File: src/rtl/base_aburp_q_if.sv
// Handshake bundle for base_aburp_q: source push side, sink pop side and status.
// The queue takes the slave view; the producer/consumer environment takes master.
interface base_aburp_q_if #(
   parameter int width = 1,
   parameter int cnt_w = 3
) ();
   logic             i_v;
   logic             i_r;
   logic [width-1:0] i_d;
   logic             o_v;
   logic             o_r;
   logic [width-1:0] o_d;
   logic [cnt_w-1:0] o_cnt;
   logic             o_perr;

   modport slave (
      input  i_v, i_d, o_r,
      output i_r, o_v, o_d, o_cnt, o_perr
   );

   modport master (
      output i_v, i_d, o_r,
      input  i_r, o_v, o_d, o_cnt, o_perr
   );
endinterface

File: src/rtl/base_aburp_q.sv
// Multi-entry burp (skid) queue: absorbs beats a source sends during its lat-cycle
// ready lag, with strict FIFO ordering and a sticky flag for pushes into a full queue.
module base_aburp_q #(
   parameter int width = 1,
   parameter int depth = 4,
   parameter int lat   = 1,
   parameter int cnt_w = $clog2(depth + 1)
) (
   input  logic         clk,
   input  logic         reset,
   base_aburp_q_if.slave bus
);
   localparam int PTR_W = (depth > 1) ? $clog2(depth) : 1;
   localparam logic [PTR_W-1:0] PTR_LAST = PTR_W'(depth - 1);
   localparam logic [cnt_w-1:0] CNT_FULL = cnt_w'(depth);
   // Highest count at which the source may still be granted: leaves room for
   // every beat already granted during the lat+1 cycles of ready lag.
   localparam logic [cnt_w-1:0] CNT_RDY  = cnt_w'(depth - 1 - lat);

   logic [width-1:0] mem_q [depth];
   logic [PTR_W-1:0] wp_q, wp_d;
   logic [PTR_W-1:0] rp_q, rp_d;
   logic [cnt_w-1:0] cnt_q, cnt_d;
   logic             i_r_q, i_r_d;
   logic             perr_q, perr_d;

   logic             push;
   logic             pop;
   logic             full;
   logic             push_acc;

   always_comb begin
      push     = bus.i_v;
      full     = (cnt_q == CNT_FULL);
      pop      = (cnt_q != '0) & bus.o_r;
      // A pop in the same cycle frees the slot, so push-with-pop at full is legal.
      push_acc = push & (~full | pop);

      wp_d = wp_q;
      if (push_acc) begin
         wp_d = (wp_q == PTR_LAST) ? '0 : wp_q + PTR_W'(1);
      end

      rp_d = rp_q;
      if (pop) begin
         rp_d = (rp_q == PTR_LAST) ? '0 : rp_q + PTR_W'(1);
      end

      cnt_d  = cnt_q + cnt_w'(push_acc) - cnt_w'(pop);
      i_r_d  = (cnt_d <= CNT_RDY);
      perr_d = perr_q | (push & full & ~pop);
   end

   always_ff @(posedge clk) begin
      if (reset) begin
         wp_q   <= '0;
         rp_q   <= '0;
         cnt_q  <= '0;
         i_r_q  <= 1'b0;
         perr_q <= 1'b0;
      end else begin
         wp_q   <= wp_d;
         rp_q   <= rp_d;
         cnt_q  <= cnt_d;
         i_r_q  <= i_r_d;
         perr_q <= perr_d;
      end
   end

   // Storage is deliberately not reset; o_d is only meaningful while o_v is high.
   always_ff @(posedge clk) begin
      if (!reset && push_acc) begin
         mem_q[wp_q] <= bus.i_d;
      end
   end

   assign bus.i_r    = i_r_q;
   assign bus.o_v    = (cnt_q != '0);
   assign bus.o_d    = mem_q[rp_q];
   assign bus.o_cnt  = cnt_q;
   assign bus.o_perr = perr_q;
endmodule

File: src/flat_wrapper.sv
// flat-port wrapper written by rule: the top's interface ports become plain ports
module base_aburp_q_flat 
#(
   parameter int width = 1,
   parameter int depth = 4,
   parameter int lat   = 1,
   parameter int cnt_w = $clog2(depth + 1)
)
  (clk, reset, bus_i_v, bus_i_d, bus_o_r, bus_i_r, bus_o_v, bus_o_d, bus_o_cnt, bus_o_perr);
  base_aburp_q_if #(.width(width), .cnt_w(cnt_w)) bus_i ();
  input  logic clk;
  input  logic reset;
  input wire logic [$bits(bus_i.i_v)-1:0] bus_i_v;
  input wire logic [$bits(bus_i.i_d)-1:0] bus_i_d;
  input wire logic [$bits(bus_i.o_r)-1:0] bus_o_r;
  output wire logic [$bits(bus_i.i_r)-1:0] bus_i_r;
  output wire logic [$bits(bus_i.o_v)-1:0] bus_o_v;
  output wire logic [$bits(bus_i.o_d)-1:0] bus_o_d;
  output wire logic [$bits(bus_i.o_cnt)-1:0] bus_o_cnt;
  output wire logic [$bits(bus_i.o_perr)-1:0] bus_o_perr;
  assign bus_i.i_v = bus_i_v;
  assign bus_i.i_d = bus_i_d;
  assign bus_i.o_r = bus_o_r;
  assign bus_i_r = bus_i.i_r;
  assign bus_o_v = bus_i.o_v;
  assign bus_o_d = bus_i.o_d;
  assign bus_o_cnt = bus_i.o_cnt;
  assign bus_o_perr = bus_i.o_perr;
  base_aburp_q #(.width(width), .depth(depth), .lat(lat), .cnt_w(cnt_w)) u_core (.clk(clk), .reset(reset), .bus(bus_i));
endmodule
File: config.mk
export PLATFORM = sky130hd
export DESIGN_NAME = base_aburp_q_flat
export DESIGN_NICKNAME = d
export VERILOG_FILES = /design/src/rtl/base_aburp_q_if.sv /design/src/rtl/base_aburp_q.sv /design/src/flat_wrapper.sv
export SDC_FILE = /design/constraint.sdc
export NUM_CORES = 1
export LEC_CHECK = 0
export ABC_AREA = 1
export CAP_MARGIN = 20
export CELL_PAD_IN_SITES_DETAIL_PLACEMENT = 0
export CELL_PAD_IN_SITES_GLOBAL_PLACEMENT = 1
export CORE_MARGIN = 2
export CORE_UTILIZATION = 40
export DETAILED_ROUTE_END_ITERATION = 10
export HOLD_SLACK_MARGIN = 0.12
export PLACE_DENSITY_LB_ADDON = 0.2
export SKIP_LAST_GASP = 1
export SYNTH_ARGS = -nofsm -noshare
export SYNTH_HDL_FRONTEND = slang
export SYNTH_SLANG_ARGS = --single-unit
File: constraint.sdc
create_clock -name clk -period 4.7 [get_ports clk]
set_clock_uncertainty 0.15 [all_clocks]
set_input_delay 0.47 -clock clk [delete_from_list [all_inputs] [get_ports clk]]
set_output_delay 0.47 -clock clk [all_outputs]
set_load 0.05 [all_outputs]
==> Word level (Yosys, flattened, before mapping) <==
Memories as Yosys holds them, arrays and structs flattened. A register that Yosys moved wholly into a read port is not among the register bits.
Cells that the tools add are included.
{ "totals": {"input_bits": 5, "out_inout_bits": 7, "n_memories": 1, "elab_cells": 31, "ff_bits": 9, "mem_bits_rw": 4} }
{ "mem_list": {"columns": ["name", "depth", "word_bits", "read_ports", "rd_clocked_by_memory_dff", "write_ports", "line_no", "rtl"], "rows": [
  ["u_core.mem_q", 4, 1, 1, 1, 1, "base_aburp_q.sv:20", "logic [width-1:0] mem_q [depth];"]
]} }
{ "op_classes": {"bitwise": 8, "add_sub_neg": 4, "n_lt_le_gt_ge": 1, "muxes": 6, "reduce_logical": 3, "n_eq_ne": 3} }
{ "ops": {"columns": ["cell", "count"], "rows": [
  ["2-bit two-way mux", 4],
  ["2-bit by 1-bit adder with 2-bit output (second input constant)", 2],
  ["1-bit bitwise AND", 4],
  ["2-bit == test (second input constant)", 2],
  ["3-bit by 1-bit adder with 3-bit output", 1],
  ["3-bit == test (second input constant)", 1],
  ["3-bit by 2-bit less-or-equal comparator with 1-bit output (second input constant)", 1],
  ["3-bit nonzero test", 1],
  ["3-bit by 1-bit subtractor with 3-bit output", 1],
  ["1-bit two-way mux", 2],
  ["1-bit NOT", 2],
  ["1-bit bitwise OR", 2],
  ["1-bit logical AND", 1],
  ["1-bit logical NOT", 1]
]} }

==> Depth between registers and ports, before layout <==
Gate-level depths: netlist (run 1).
{ "logic_depth": {"ltp_word": 7, "ltp_mapped": 11, "ltp_nobuf": 11} }

==> Worst setup path before layout (run 1) <==
No wires, ideal clock.
{ "synth_path": {"path_kind": "reg-to-reg", "from": "reg u_core.cnt_q[1], in the netlist u_core.bus.o_cnt[1]", "to": "reg u_core.i_r_q, in the netlist u_core.bus.i_r", "required_ns": 4.431, "arrival_time_ns": 2.123, "n_path_buf": 0, "setup_slack_ns": 2.307, "setup_time_ns": 0.119, "stages_incl_launch_ff": 10, "path_cell_list": "dfxtp_1 -> nor2_4 -> a21boi_2 -> ha_1 -> inv_1 -> ha_1 -> inv_1 -> fa_1 -> o21ai_0 -> a21oi_1"} }
{ "synth_between": {"elab_chain_len": 7} }
{ "synth_lines": {"columns": ["element", "line_no", "rtl"], "rows": [
  ["start, declared", "base_aburp_q.sv:23", "logic [cnt_w-1:0] cnt_q, cnt_d;"],
  ["start signal, assigned", "base_aburp_q.sv:64", "cnt_q <= cnt_d;"],
  ["3-bit nonzero test / 3-bit == test (equally long branches)", "base_aburp_q.sv:35, base_aburp_q.sv:34", null],
  ["1-bit bitwise AND / 1-bit NOT (equally long branches)", "base_aburp_q.sv:35, base_aburp_q.sv:37", null],
  ["1-bit bitwise OR", "base_aburp_q.sv:37", "push_acc = push & (~full | pop);"],
  ["1-bit bitwise AND", "base_aburp_q.sv:37", null],
  ["3-bit by 1-bit adder with 3-bit output", "base_aburp_q.sv:49", "cnt_d = cnt_q + cnt_w'(push_acc) - cnt_w'(pop);"],
  ["3-bit by 1-bit subtractor with 3-bit output *", "base_aburp_q.sv:49", null],
  ["3-bit by 2-bit less-or-equal comparator with 1-bit output *", "base_aburp_q.sv:50", "i_r_d = (cnt_d <= CNT_RDY);"],
  ["end signal, assigned", "base_aburp_q.sv:65", "i_r_q <= i_r_d;"],
  ["end, declared", "base_aburp_q.sv:24", "logic i_r_q, i_r_d;"]
]} }
Every way passes the cells marked *; elsewhere a longest branch is shown, timed or not.
A chain may end at the register's enable or synchronous reset.

==> Final worst setup path (run 1) <==
{ "layout_path": {"from": "in bus_o_r", "to": "reg u_core.i_r_q, in the netlist u_core.bus.i_r"} }
{ "layout_between": {"elab_chain_len": 6} }
{ "layout_lines": {"columns": ["element", "line_no", "rtl"], "rows": [
  ["start, declared", "flat_wrapper.sv:15", "input wire logic [$bits(bus_i.o_r)-1:0] bus_o_r;"],
  ["1-bit bitwise AND *", "base_aburp_q.sv:35", "pop = (cnt_q != '0) & bus.o_r;"],
  ["1-bit bitwise OR", "base_aburp_q.sv:37", null],
  ["1-bit bitwise AND", "base_aburp_q.sv:37", null],
  ["3-bit by 1-bit adder with 3-bit output", "base_aburp_q.sv:49", null],
  ["3-bit by 1-bit subtractor with 3-bit output *", "base_aburp_q.sv:49", null],
  ["3-bit by 2-bit less-or-equal comparator with 1-bit output *", "base_aburp_q.sv:50", null]
]} }
Marks and branches as above.

==> impl_results.md, run 1 <==
- Status: completed
- Fmax: just over 400 MHz
- VDD IR max: about 0.00033 V
- Max Cap Viol: 0
- DRT iter0 DRCs: 7
- # IOs: 12
- Synthesis-to-finish area growth: 22.3%
- Row cnt: 15
- Fraction of layout cells with a size suffix above 1: 11.7%
- Post-CTS setup buffers: 0
- Global-route wire length before repair: just under 2 mm
- Fin Setup TNS: 0 ps
- Share of the synthesized area in the top cell type: between 20% and 30%
- Final core occ: 52.7%
- Grt total ovfl: 0
- Post-synthesis sequential area ratio: a little under half
- GRT Util Overall: between 10% and 20%
- Power per cell area: just over 600 nW/um^2
- Final Hold Fails: 0
- Fin nets: roughly 120
- CP Capture Type: register
- Post-cts hold buffer count: 0
- Die Span X: roughly 47 um
- Post-Syn Area: ~750 um^2
- Prevailing post-synth register cell: dfxtp_1
- # fillers: ~180
- Crit path kind: primary input to register
- Worst Hold Path Cells: 2
- WL per Instance: between 9 and 10 um
- Resize count post-CTS: 0
- Initial core utilization: 43.1%
- Mapped Cells: 88
- Flop and latch count out of synthesis: 15
- CTS tree: done
- Syn nets: 101
- Clock buffer depth: 2
- Max incr delay on CP: approximately 560 ps
- Static leakage: 0.408 nW
- Routed wire length: approximately 1.2 mm
- Clk pin slew, worst setup/hold paths: approximately 90 ps
- RSZ-0062 raised after global routing: no
- Data required, critical path: approximately 4700 ps
- Slew HR: 66.9%
- Sinks on Clock Net: 15
- Final ANT Viol Nets: 0
- Via count: between 500 and 600
- Crit path max fanout: 4
- Worst slew pin tran: around 500 ps
- Die area: ~2200 um^2
- Final setup viols: 0
- Hold WC Path Type: register to register
- Initial antenna violation count: 0
- Final Critical Period: roughly 2400 ps
- # port buffers: 11
- R2R cell count: 9
- First-pass DRT Iterations: 4
- Worst Path Buf+Inv: 3
- Area contributors post-synth: dfxtp_1 29%, edfxtp_1 16%, ha_1 12%
- Crit path cell chain: clkdlybuf4s50_1 > a21boi_2 > ha_1 > inv_1 > ha_1 > inv_1 > fa_1 > o21ai_0 > a21oi_1
- Cell family with most CP delay: adder cells
- ANT cells: 0
- Post-route DRC: 0
- Root Buffer: clkbuf_4
- Chip height: between 40 and 50 um
- Final GP Congestion: roughly 0.7
- Vias in the first global route: 477
- Core area: between 1500 and 2000 um^2
- CP Launch Type: primary input
- HPWL reported at the end of detailed placement: roughly 930 um
- Max Slew Vio Count: 0
- Period utilization: 51.2%
- Post-synth EDFFs: 4
- Largest net degree at the start of global routing: 9
- Mean Syn Cell Area: about 8.5 um^2
- CTS buffer count: 3
- Warnings from Yosys: 0
- FFs w/ async S/R, synth: 0%
- H-tree depth: 1
- Yosys top cell by area: dfxtp_1
- Post-synth top cells: 16 x inv_1, 16 x nor2_1, 11 x dfxtp_1, 9 x nand2_1, 7 x ha_1
- Skew-Pair Late Insertion Delay: between 200 and 300 ps
- Crit path arrival time: about 2400 ps
- Via density: 4.40
- Slowest CP cell: clkdlybuf4s50_1
- WP depth: 9
- Yosys cell types: 16
-- per-stage QoR --
step	power, mW	hold WS [ps]	setup slack, ps	cell area (um^2)	std cells
floorplan	0.416	322	2310	752	88
global placement	0.498	290	2030	893	124
detailed placement	0.500	301	1980	893	124
CTS	0.572	317	2280	920	128
global route	0.620	333	2160	920	128
finish	0.566	311	2290	920	128
-- cell type report --
type / instances / area (um^2) / share of cell area [%]
inverter: 17 / 63.8 / 6.94
sequential: 15 / 340 / 37.0
timing repair buffer: 11 / 110 / 12.0
tap: 25 / 31.3 / 3.40
multi-input combinational: 56 / 348 / 37.8
clock buffer: 4 / 26.3 / 2.86
-- cells by family (layout without fill, tap and decap cells) --
group | Yosys count | in the layout | share of synthesized area (%)
flops | 15 | 15 | 45.3
buf+inv | 17 | 32 | 8.49
compound gates | 10 | 10 | 8.32
fa+ha+maj | 8 | 8 | 14.3
simple gates | 38 | 38 | 23.6
-- worst register-to-register path, delay by kind of cell (launching register included) --
| kind | cells | cell delay, ps |
|---|---|---|
| flip-flops | 1 | 470 |
| AND/OR/NAND/NOR | 1 | 110 |
| adder cells (fa/ha/maj) | 3 | 820 |
| AO/OA/AOI/OAI | 3 | 430 |
| buffers and inverters | 2 | 100 |
-- power by group --
| group | total (mW) | internal, mW | leakage, nW | switching, mW |
|---|---|---|---|---|
| Sequential | 0.190 | 0.164 | 0.127 | 0.0261 |
| Clock | 0.0709 | 0.0328 | 0.0150 | 0.0381 |
| Combinational | 0.304 | 0.106 | 0.265 | 0.198 |
| Total | 0.566 | 0.303 | 0.408 | 0.262 |
-- layout by cell type, fill, tap and decap left out --
cell             count
inv_1               16
nor2_1              16
dfxtp_1             11
clkdlybuf4s50_1     11
nand2_1              9
ha_1                 7
nand3_1              6
o21ai_0              4
a21oi_1              4
edfxtp_1             4
nand2_2              3
clkbuf_4             3
nor2_4               2
a21boi_2             2
inv_2                1
or2_2                1
or2_1                1
fa_1                 1
clkbuf_1             1
-- routing by layer --
layer	GRT usage [%]	wire (um)
met1	18.4	686
met2	16.8	445
met3	3.46	46
met4	6.67	12
met5	0	0
-- worst paths after layout --
check / start / end / slack [ps]
setup reg to reg: u_core.bus.o_cnt[1] / u_core.bus.i_r / 2530
hold / removal: u_core.bus.o_perr / u_core.bus.o_perr / 310
setup / recovery: bus_o_r / u_core.bus.i_r / 2290
hold reg to reg: u_core.bus.o_perr / u_core.bus.o_perr / 310
Note: power is estimated with default switching activity, not from simulation.
==> run 2, diff against run 1 <==
--- a/config.mk
+++ b/config.mk
@@ -10,7 +10,7 @@
 export CELL_PAD_IN_SITES_DETAIL_PLACEMENT = 0
 export CELL_PAD_IN_SITES_GLOBAL_PLACEMENT = 1
 export CORE_MARGIN = 2
-export CORE_UTILIZATION = 40
+export CORE_UTILIZATION = 37
 export DETAILED_ROUTE_END_ITERATION = 10
 export HOLD_SLACK_MARGIN = 0.12
 export PLACE_DENSITY_LB_ADDON = 0.2
==> constraint.sdc (replaced) <==
create_clock -name clk -period 2.4 [get_ports clk]
set_clock_uncertainty 0.15 [all_clocks]
set_input_delay 0.24 -clock clk [delete_from_list [all_inputs] [get_ports clk]]
set_output_delay 0.24 -clock clk [all_outputs]
set_load 0.05 [all_outputs]
==> impl_results.md, run 2 (same netlist as run 1, synthesis figures left out) <==
- Core area: just under 2000 um^2
- Die area: 2410 um^2
- Sinks on Clock Net: 15
- Final GP Congestion: 0.747
- Total power: around 1.1 mW
- Skew-Pair Late Insertion Delay: roughly 280 ps
- Max Slew Vio Count: 0
- Crit path arrival time: between 2000 and 2500 ps
- Clock buffer depth: 2
- Worst Hold Path Cells: 2
- Crit path kind: register to register
- DRT iter0 DRCs: 6
- WL per Instance: slightly below 9 um
- Routed wire length: roughly 1.2 mm
- Hold WC Path Type: register to register
- Root Buffer: clkbuf_4
- Fin nets: between 100 and 150
- Vias in the first global route: 535
- Via count: 578
- Crit path max fanout: 5
- Fraction of layout cells with a size suffix above 1: 14.2%
- Via density: between 4 and 5
- Hold WS: 306 ps
- CTS tree: done
- Slew HR: around 67%
- Status: completed
- Die Span X: 49.1 um
- Period utilization: about nine tenths
- First-pass DRT Iterations: 3
- Max Cap Viol: 0
- CP Launch Type: register
- Grt total ovfl: 0
- Reg2Reg Launch Point: u_core.bus.o_cnt[1]
- Row cnt: 16
- Initial antenna violation count: 0
- Reg2reg setup slack: 200 ps
- GRT Util Overall: a little under an eighth
- HPWL reported at the end of detailed placement: 954 um
- Chip height: ~49 um
- RSZ-0062 raised after global routing: no
- # IOs: 12
- Static leakage: 0.422 nW
- Final Hold Fails: 0
- Post-CTS setup buffers: 0
- Cells after DPL: 129
- Commonest cells after routing, fill and taps aside: 16 x inv_1, 16 x nor2_1, 11 x dfxtp_1, 11 x clkdlybuf4s50_1, 9 x nand2_1
- Fmax: roughly 450 MHz
- # fillers: 202
- ANT cells: 0
- Final setup viols: 0
- R2R cell count: 9
- CTS buffer count: 3
- Worst reg2reg endpoint: u_core.bus.i_r
- Initial core utilization: between 30 and 40%
- Final ANT Viol Nets: 0
- Post-cts hold buffer count: 0
- Global-route wire length before repair: 2.19 mm
- Largest net degree at the start of global routing: 9
- H-tree depth: 1
- Resize count post-CTS: 0
- Worst Hold Launch: u_core.bus.o_perr
- Final Critical Period: roughly 2200 ps
- Hold worst-path end: u_core.bus.o_perr
- Synthesis-to-finish area growth: 25.6%
- # port buffers: 11
- Fin Setup TNS: 0 ps
- VDD IR max: slightly above 0.0007 V
- CP Capture Type: register
- Power per cell area: 1190 nW/um^2
- Worst slew pin tran: between 400 and 500 ps
- Data required, critical path: 2420 ps
- Post-route DRC: 0
- Clk pin slew, worst setup/hold paths: ~90 ps
- Cell Count, Final, Fillers Out: 133
run 2: cell count changes in the layout (fill, tap and decap cells not counted):
cell and delta:
buf_4 +3
run 2: critical path, stage by stage (launching register included):
cell and delay, ps:
dfxtp_1 400, nor2_4 220, a21boi_2 80, ha_1 270, inv_1 40, ha_1 180
inv_1 60, fa_1 430, o21ai_0 200, a21oi_1 60
run 2: per-stage QoR:
stage,util [%],worst slack [ps],area [um^2]
floorplan,-,7.24,752
global placement,47.3,113,918
detailed placement,47.3,51.0,918
CTS,48.6,200,945
global route,48.6,29.1,945
finish,48.6,199,945
run 2: area by class of cell:
cell class / count / area [um^2] / share of cell area [%]
well taps: 27 / 33.8 / 3.58
flip-flops and latches: 15 / 340 / 36.0
clock buffers: 4 / 26.3 / 2.78
inverters: 17 / 63.8 / 6.75
multi-input cells: 56 / 348 / 36.8
repair buffers: 14 / 133 / 14.0
run 2: how the worst max path moves through the flow:
stage                         from              to  slack (ps)  cells past startpoint
2_1_floorplan  u_core.bus.o_cnt[1]  u_core.bus.i_r           7                      9
3_3_place_gp               bus_o_r  u_core.bus.i_r         110                      9
3_5_place_dp               bus_o_r  u_core.bus.i_r          50                      9
4_1_cts        u_core.bus.o_cnt[1]  u_core.bus.i_r         200                      9
5_1_grt        u_core.bus.o_cnt[1]  u_core.bus.i_r          30                      9
6_report       u_core.bus.o_cnt[1]  u_core.bus.i_r         200                      9
run 2: per-layer routing:
| metal | vias to the layer above | GRT usage, % | wire (um) |
|---|---|---|---|
| li1 | 310 | - | - |
| met1 | 260 | 15.5 | 590 |
| met5 | - | 0 | 0 |
| met2 | 6 | 17.1 | 533 |
| met3 | 2 | 2.76 | 29 |
| met4 | 0 | 7.14 | 13 |
run 2: where the power goes:
part	total [mW]	internal, mW	switching, mW	leakage (nW)
Clock	0.142	0.0644	0.0776	0.0150
Combinational	0.606	0.220	0.386	0.280
Sequential	0.374	0.322	0.0528	0.127
==> run 3, diff against run 2 <==
--- a/config.mk
+++ b/config.mk
@@ -11,6 +11,7 @@
 export CELL_PAD_IN_SITES_GLOBAL_PLACEMENT = 1
 export CORE_MARGIN = 2
 export CORE_UTILIZATION = 37
+export CTS_CLUSTER_SIZE = 30
 export DETAILED_ROUTE_END_ITERATION = 10
 export HOLD_SLACK_MARGIN = 0.12
 export PLACE_DENSITY_LB_ADDON = 0.2
==> results of run 3 <==
Same layout as run 2: the final DEF is identical, and so are final timing and power.
